--- src/rtl/brush_painter.sv ---
// brush_painter: writes a square brush in raster order, one pixel per wr_en&&wr_ready; first pixel the cycle after start.
// Define BRUSH_CLIP_EN to skip off-screen pixels instead of letting coordinates wrap.
module brush_painter #(
  parameter int SCREEN_W    = 640,
  parameter int SCREEN_H    = 480,
  parameter int X_WIDTH     = 10,
  parameter int Y_WIDTH     = 9,
  parameter int BRUSH_MAX   = 8,
  parameter int COLOR_WIDTH = 3,
  parameter logic [COLOR_WIDTH-1:0] COLOR_NONE = '0
) (
  input  logic                   clk,
  input  logic                   reset,
  input  logic                   start,
  input  logic [X_WIDTH-1:0]     x_in,
  input  logic [Y_WIDTH-1:0]     y_in,
  input  logic [3:0]             size,
  input  logic [COLOR_WIDTH-1:0] color,
  output logic                   busy,
  output logic                   done,
  output logic                   wr_en,
  output logic [X_WIDTH-1:0]     wr_x,
  output logic [Y_WIDTH-1:0]     wr_y,
  output logic [COLOR_WIDTH-1:0] wr_color,
  input  logic                   wr_ready
);

`ifdef BRUSH_CLIP_EN
  localparam int XS_W = X_WIDTH + 1;
  localparam int YS_W = Y_WIDTH + 1;
`else
  localparam int XS_W = X_WIDTH;
  localparam int YS_W = Y_WIDTH;
`endif

  typedef enum logic [1:0] {S_IDLE, S_PAINT, S_DONE} state_t;

  state_t                 state_q;
  logic [X_WIDTH-1:0]     x0_q;
  logic [Y_WIDTH-1:0]     y0_q;
  logic [3:0]             side_q, dx_q, dy_q;
  logic [COLOR_WIDTH-1:0] color_q;

  logic [3:0]      side_d, dx_d, dy_d;
  logic [XS_W-1:0] sum_x;
  logic [YS_W-1:0] sum_y;
  logic            pix_ok, adv, row_end, last;

  always_comb begin
    side_d = size;
    if (size == 4'd0) begin
      side_d = 4'd1;
    end else if (size > 4'(BRUSH_MAX)) begin
      side_d = 4'(BRUSH_MAX);
    end

    sum_x = XS_W'(x0_q) + XS_W'(dx_q);
    sum_y = YS_W'(y0_q) + YS_W'(dy_q);
`ifdef BRUSH_CLIP_EN
    pix_ok = (sum_x < XS_W'(SCREEN_W)) && (sum_y < YS_W'(SCREEN_H));
`else
    pix_ok = 1'b1;
`endif

    // skipped pixels advance the counters as though the frame buffer took them
    adv     = (state_q == S_PAINT) && (wr_ready || !pix_ok);
    row_end = (dx_q == side_q - 4'd1);
    last    = row_end && (dy_q == side_q - 4'd1);
    dx_d    = row_end ? 4'd0 : dx_q + 4'd1;
    dy_d    = row_end ? dy_q + 4'd1 : dy_q;
  end

  always_ff @(posedge clk) begin
    if (reset) begin
      state_q <= S_IDLE;
      x0_q    <= '0;
      y0_q    <= '0;
      side_q  <= 4'd1;
      dx_q    <= '0;
      dy_q    <= '0;
      color_q <= '0;
    end else begin
      case (state_q)
        S_IDLE: begin
          if (start) begin
            x0_q    <= x_in;
            y0_q    <= y_in;
            side_q  <= side_d;
            color_q <= color;
            dx_q    <= '0;
            dy_q    <= '0;
            state_q <= (color == COLOR_NONE) ? S_DONE : S_PAINT;
          end
        end
        S_PAINT: begin
          if (adv) begin
            dx_q <= dx_d;
            dy_q <= dy_d;
            if (last) begin
              state_q <= S_DONE;
            end
          end
        end
        S_DONE:  state_q <= S_IDLE;
        default: state_q <= S_IDLE;
      endcase
    end
  end

  assign busy     = (state_q != S_IDLE);
  assign done     = (state_q == S_DONE);
  assign wr_en    = (state_q == S_PAINT) && pix_ok;
  assign wr_x     = sum_x[X_WIDTH-1:0];
  assign wr_y     = sum_y[Y_WIDTH-1:0];
  assign wr_color = color_q;

endmodule

--- config.mk ---
export PLATFORM = sky130hd
export DESIGN_NAME = brush_painter
export DESIGN_NICKNAME = d
export VERILOG_FILES = /design/src/rtl/brush_painter.sv
export SDC_FILE = /design/constraint.sdc
export NUM_CORES = 1
export LEC_CHECK = 0
export BUFFER_PORTS_ARGS = -buffer_cell sky130_fd_sc_hd__clkbuf_2
export CELL_PAD_IN_SITES_DETAIL_PLACEMENT = 0
export CELL_PAD_IN_SITES_GLOBAL_PLACEMENT = 1
export CORE_AREA = 3 3 75 77
export CTS_CLUSTER_SIZE = 24
export DETAILED_ROUTE_END_ITERATION = 6
export DIE_AREA = 0 0 78 80
export GPL_TIMING_DRIVEN = 0
export PLACE_DENSITY = 0.86
export RECOVER_POWER = 50
export SKIP_CTS_REPAIR_TIMING = 1
export SLEW_MARGIN = 5
export SYNTH_ARGS = -nofsm -noshare
export SYNTH_HDL_FRONTEND = slang
export SYNTH_SLANG_ARGS = --single-unit
--- constraint.sdc ---
create_clock -name clk -period 3.8 [get_ports clk]
set_clock_uncertainty 0.1 [all_clocks]
set_input_delay 0.76 -clock clk [delete_from_list [all_inputs] [get_ports clk]]
set_output_delay 0.76 -clock clk [all_outputs]
set_load 0.005 [all_outputs]
Word level (Yosys, flattened, before mapping)
Index checks and enable logic that the tools add are counted.
- multiplexer cells: 14
- divide/modulo/power cells: 0
- $lt $le $gt $ge: 1
- eq/ne operators: 8
- add/subtract/negate cells: 5
- shift operators: 0
- reduce and logical (&&, ||, !) cells: 11
- bitwise logic cells: 0
- $mul: 0
- operator list (kind ; count):
    2-to-1 mux 4 bit ; 7
    one-hot mux 4 bit (2 select lines) ; 2
    adder 10 x 4 -> 10 bit ; 1
    adder 9 x 4 -> 9 bit ; 1
    adder 4 x 1 -> 4 bit, second input constant ; 2
    == test 4 bit ; 2
    2-to-1 mux 2 bit ; 4
    != test 2 x 1 -> 1 bit, second input constant ; 3
    AND reduction 3 bit ; 2
    greater-than comparator 4 bit, second input constant ; 1
    logical NOT 4 bit ; 1
    one-hot mux 2 bit (2 select lines) ; 1
    AND reduction 4 bit ; 1
    nonzero test 2 bit ; 2
    subtractor 4 x 1 -> 4 bit, second input constant ; 1
    logical NOT 3 bit ; 1
    == test 2 x 1 -> 1 bit, second input constant ; 1
    == test 2 bit, second input constant ; 1
    logical AND 1 bit ; 2
    logical NOT 2 bit ; 1
    != test 2 bit, second input constant ; 1
    AND reduction 2 bit ; 1
- logic and storage cells: 46
- bits in registers: 36
- bits in read-only memories: 0
- latch bits: 0
- output and inout bits: 25
- memories kept: 0
- bits of input ports: 30
- bits in writable memories: 0

Depth between registers and ports, before layout
- depth in word-level cells: 6
- gate-level depth with buffers: 7
- depth with buffers taken out: 7

Worst setup path before layout
Ideal clock, no wire load.
- path type: reg-to-output
- start point: register dy_q[0]
- end point: output port wr_y[6]
- buffers on the path: 0
- arrival time: 1582 ps
- cell stages (with the launch flop): 7
- path slack: 1358 ps
- data required time: 2940 ps
- cells stage by stage: dfxtp_1 > ha_1 > fa_1 > a21o_1 > a21oi_1 > nor2_1 > xor2_1
- cells in the longest elaborated chain, start to end: 1
- ends and longest elaborated chain (what ; RTL line ; RTL):
    from (decl) ; 41 ; logic [3:0] side_q, dx_q, dy_q;
    from (signal assigned) ; 98 ; dy_q <= dy_d;
    adder 9 x 4 -> 9 bit ; 58 ; sum_y = YS_W'(y0_q) + YS_W'(dy_q);
    to (decl) ; 23 ; output logic [Y_WIDTH-1:0] wr_y,
No other way between the ends.

Final worst setup path
- start point: register dx_q[0]
- end point: output port wr_x[6]
- cells in the longest elaborated chain, start to end: 1
- ends and longest elaborated chain (what ; RTL line ; RTL):
    from (decl) ; 41 ;
    from (signal assigned) ; 79 ; dx_q <= '0;
    from (signal assigned) ; 90 ; dx_q <= '0;
    from (signal assigned) ; 97 ; dx_q <= dx_d;
    adder 10 x 4 -> 10 bit ; 57 ; sum_x = XS_W'(x0_q) + XS_W'(dx_q);
    to (decl) ; 22 ; output logic [X_WIDTH-1:0] wr_x,
No other way between the ends.

==> results.sh <==
export IMPL_cp_end_kind="primary output"
export IMPL_synthToLayoutAreaGrowth_pct=21.7
export IMPL_final_hold_violation_count=0
export IMPL_synth_area_sq_um=1990
export IMPL_grt_overflow=0
export IMPL_crit_path_start_kind="flip-flop"
export IMPL_powerDensity_nw_per_um2=422
export IMPL_vias_per_cell=4.94
export IMPL_netlist_top_cells_area="dfxtp_1, nand2_1, a21oi_1"
export IMPL_syn_area_per_cell_sq_um=8.11
export IMPL_diodes=0
export IMPL_r2r_start="side_q[0]$_SDFFE_PP1P_"
export IMPL_yosysSeqAreaShare=0.363
export IMPL_synth_top_area_cell="dfxtp_1"
export IMPL_power_uw=1020
export IMPL_grt_setup_unrepaired="no"
export IMPL_timing_hold_ws_ns=0.364
export IMPL_dpl_hpwl_um=3630
export IMPL_ys_seq_elements=36
export IMPL_netlist_instances=245
export IMPL_finalCritPeriodShare=0.809
export IMPL_drt_total_wl_um=4750
export IMPL_antenna_found_initial=0
export IMPL_start_util=0.392
export IMPL_r2r_slack_ns=1.58
export IMPL_cts_sinks=36
export IMPL_io_pins=55
export IMPL_cts_clk_slew_worst_paths_ns=0.07
export IMPL_slowest_stage="fa_1"
export IMPL_ys_warn_count=0
export IMPL_fin_crit_ns=3.08
export IMPL_grt_use_total=0.168
export IMPL_fp_coreArea_sq_um=5070
export IMPL_row_count=26
export IMPL_min_delay_path_depth=2
export IMPL_placement_io_buffers=53
export IMPL_critical_path_required_ns=2.94
export IMPL_hold_start="y0_q[3]$_SDFFE_PP0P_"
export IMPL_tightest_slew_ns=0.646
export IMPL_final_area_sq_um=2420
export IMPL_ys_types=37
export IMPL_ir_worst_vdd_uv=256
export IMPL_min_to="y0_q[3]$_SDFFE_PP0P_"
export IMPL_cp_cell_sequence="ha_1, fa_1, a21o_1, a21oi_1, nor2_1, xor2_1, clkbuf_2"
export IMPL_numCtsBuffers=5
export IMPL_cpPeakStageDelay_ns=0.40
export IMPL_hold_class="reg2reg"
export IMPL_cts_tree="yes"
export IMPL_clk_path_buf_depth=2
export IMPL_nFillCells=552
export IMPL_async_flop_share=0
export IMPL_slew_headroom=0.569
export IMPL_yosysTopAreaCellShare=0.363
export IMPL_synth_most_common_cell="nand2_1"
export IMPL_routedWlPerCell_um=12.6
export IMPL_report_final_slew_viol_count=0
export IMPL_drc_errors=0
export IMPL_synth_flop_cell="dfxtp_1"
export IMPL_die_h_um=80
export IMPL_die_area_sq_um=6240
export IMPL_finalSetupTns_ns=0
export IMPL_critical_path_class="reg2out"
export IMPL_r2r_cells=7
export IMPL_nNetsFinal=348
export IMPL_num_vias=1858
export IMPL_grt_pass1_vias=1796
export IMPL_worstReg2RegEnd="dy_q[3]$_SDFFE_PP0P_"
export IMPL_ant_nets=0
export IMPL_drive_gt1_frac=0.186
export IMPL_syn_num_nets=288
export IMPL_placed_cell_area_sq_um=2340
export IMPL_status="finished clean"
export IMPL_cap_violations=0
export IMPL_crit_arrival_ns=2.22
export IMPL_p_leak_uw=0.00111
export IMPL_setup_viol=0
export IMPL_synth_common_cells="nand2_1, a21oi_1, dfxtp_1"
export IMPL_clockRootBuffer="clkbuf_8"
export IMPL_firstDrtPassIters=4
export IMPL_routabilityCongestion=0.765
export IMPL_die_w_um=78
export IMPL_grt_pass1_wl_um=8330
export IMPL_cts_htree_levels=2
export IMPL_maxClockFrequency_mhz=325
export IMPL_grt_max_degree=12
export IMPL_cp_max_fo=6
export IMPL_worstSkewPairLatency_ns=0.28
export IMPL_drtIter0Drc=109
export IMPL_synth_edf_count=0
[registers in the layout (all words and copies together), names as in the netlist]
register	cells
wr_color	3
dy_q	4
dx_q	4
side_q	4
state_q	2
x0_q	10
y0_q	9
[per-stage QoR]
step / utilization / instances / setup slack, ns
2_1_floorplan: - / 245 / 1.36
3_3_place_gp: 0.461 / 368 / 1.04
3_5_place_dp: 0.461 / 368 / 1.05
4_1_cts: 0.479 / 376 / 0.698
5_1_grt: 0.476 / 376 / 0.569
6_report: 0.476 / 376 / 0.724
[worst max path at each step]
stage | slack [ns] | to | cells past startpoint | from
global placement | 1.04 | wr_y[8] | 7 | dy_q[0]$_SDFFE_PP0P_
CTS | 0.70 | wr_x[6] | 7 | dx_q[0]$_SDFFE_PP0P_
floorplan | 1.36 | wr_y[6] | 6 | dy_q[0]$_SDFFE_PP0P_
detailed placement | 1.05 | wr_y[8] | 7 | dy_q[0]$_SDFFE_PP0P_
global route | 0.57 | wr_x[6] | 7 | dx_q[0]$_SDFFE_PP0P_
finish | 0.72 | wr_x[6] | 7 | dx_q[0]$_SDFFE_PP0P_
[worst max-delay path, delay by kind of cell, from the launching register on]
kind	cells	cell delay [ns]
AO/OA/AOI/OAI	2	0.46
buffers and inverters	1	0.15
flip-flops	1	0.39
AND/OR/NAND/NOR	1	0.10
XOR/XNOR	1	0.19
adder cells (fa/ha/maj)	2	0.64
[where the power goes]
part,internal (uW),switching (uW),leakage [uW]
sequential,414,38.5,0.000294
combinational,117,174,0.000766
clock,145,132,0.0000510
[per-layer routing]
layer | wire length, um | global-route usage | up-vias | share of wire
li1 | - | - | 962 | -
met1 | 2190 | 0.211 | 838 | 0.46
met2 | 2260 | 0.289 | 50 | 0.48
met3 | 236 | 0.0339 | 8 | 0.050
met4 | 66 | 0.0472 | 0 | 0.014
met5 | 0 | 0 | - | 0
[final cells by class]
type                            count  area (sq um)  area share
Inverter                            5          18.8     0.00776
Clock inverter                      2          10.0     0.00414
Multi-Input combinational cell    196          1210       0.501
Tap cell                           70          87.6      0.0362
Sequential cell                    36           721       0.298
Buffer                              8          30.0      0.0124
Clock buffer                        6          82.6      0.0342
Timing Repair Buffer               53           256       0.106
[cell usage in the layout, fill, tap and decap left out, types with 2 or more instances in the layout]
cell type | synthesis | layout
a21o_1 | 6 | 6
ha_1 | 11 | 11
o21ai_0 | 10 | 10
a211oi_1 | 2 | 2
nand3_1 | 3 | 3
clkbuf_8 | 0 | 6
clkbuf_2 | 0 | 46
nand2b_1 | 3 | 3
nor3b_1 | 2 | 2
xor2_1 | 12 | 12
nor2_1 | 13 | 13
dfxtp_1 | 36 | 36
inv_1 | 5 | 5
nand4_1 | 3 | 3
clkbuf_1 | 7 | 14
nand3b_1 | 2 | 2
nand4b_1 | 2 | 2
or3_1 | 2 | 2
clkinv_2 | 0 | 2
fa_1 | 2 | 2
a21oi_1 | 37 | 38
nand2_1 | 56 | 57
xnor2_1 | 13 | 13
nor2b_1 | 2 | 2
[kinds of logic (layout without fill, tap and decap cells)]
| logic type | after synthesis | count (layout) | share of synthesized area |
|---|---|---|---|
| xor gates and xnor gates | 26 | 26 | 0.122 |
| adders and majority gates | 13 | 13 | 0.0894 |
| AOI/OAI and AO/OA | 62 | 62 | 0.179 |
| buffers and inverters | 13 | 74 | 0.0246 |
| DFF | 36 | 36 | 0.363 |
| and+or+nand+nor | 95 | 95 | 0.222 |
Note: power is estimated with default switching activity, not from simulation.
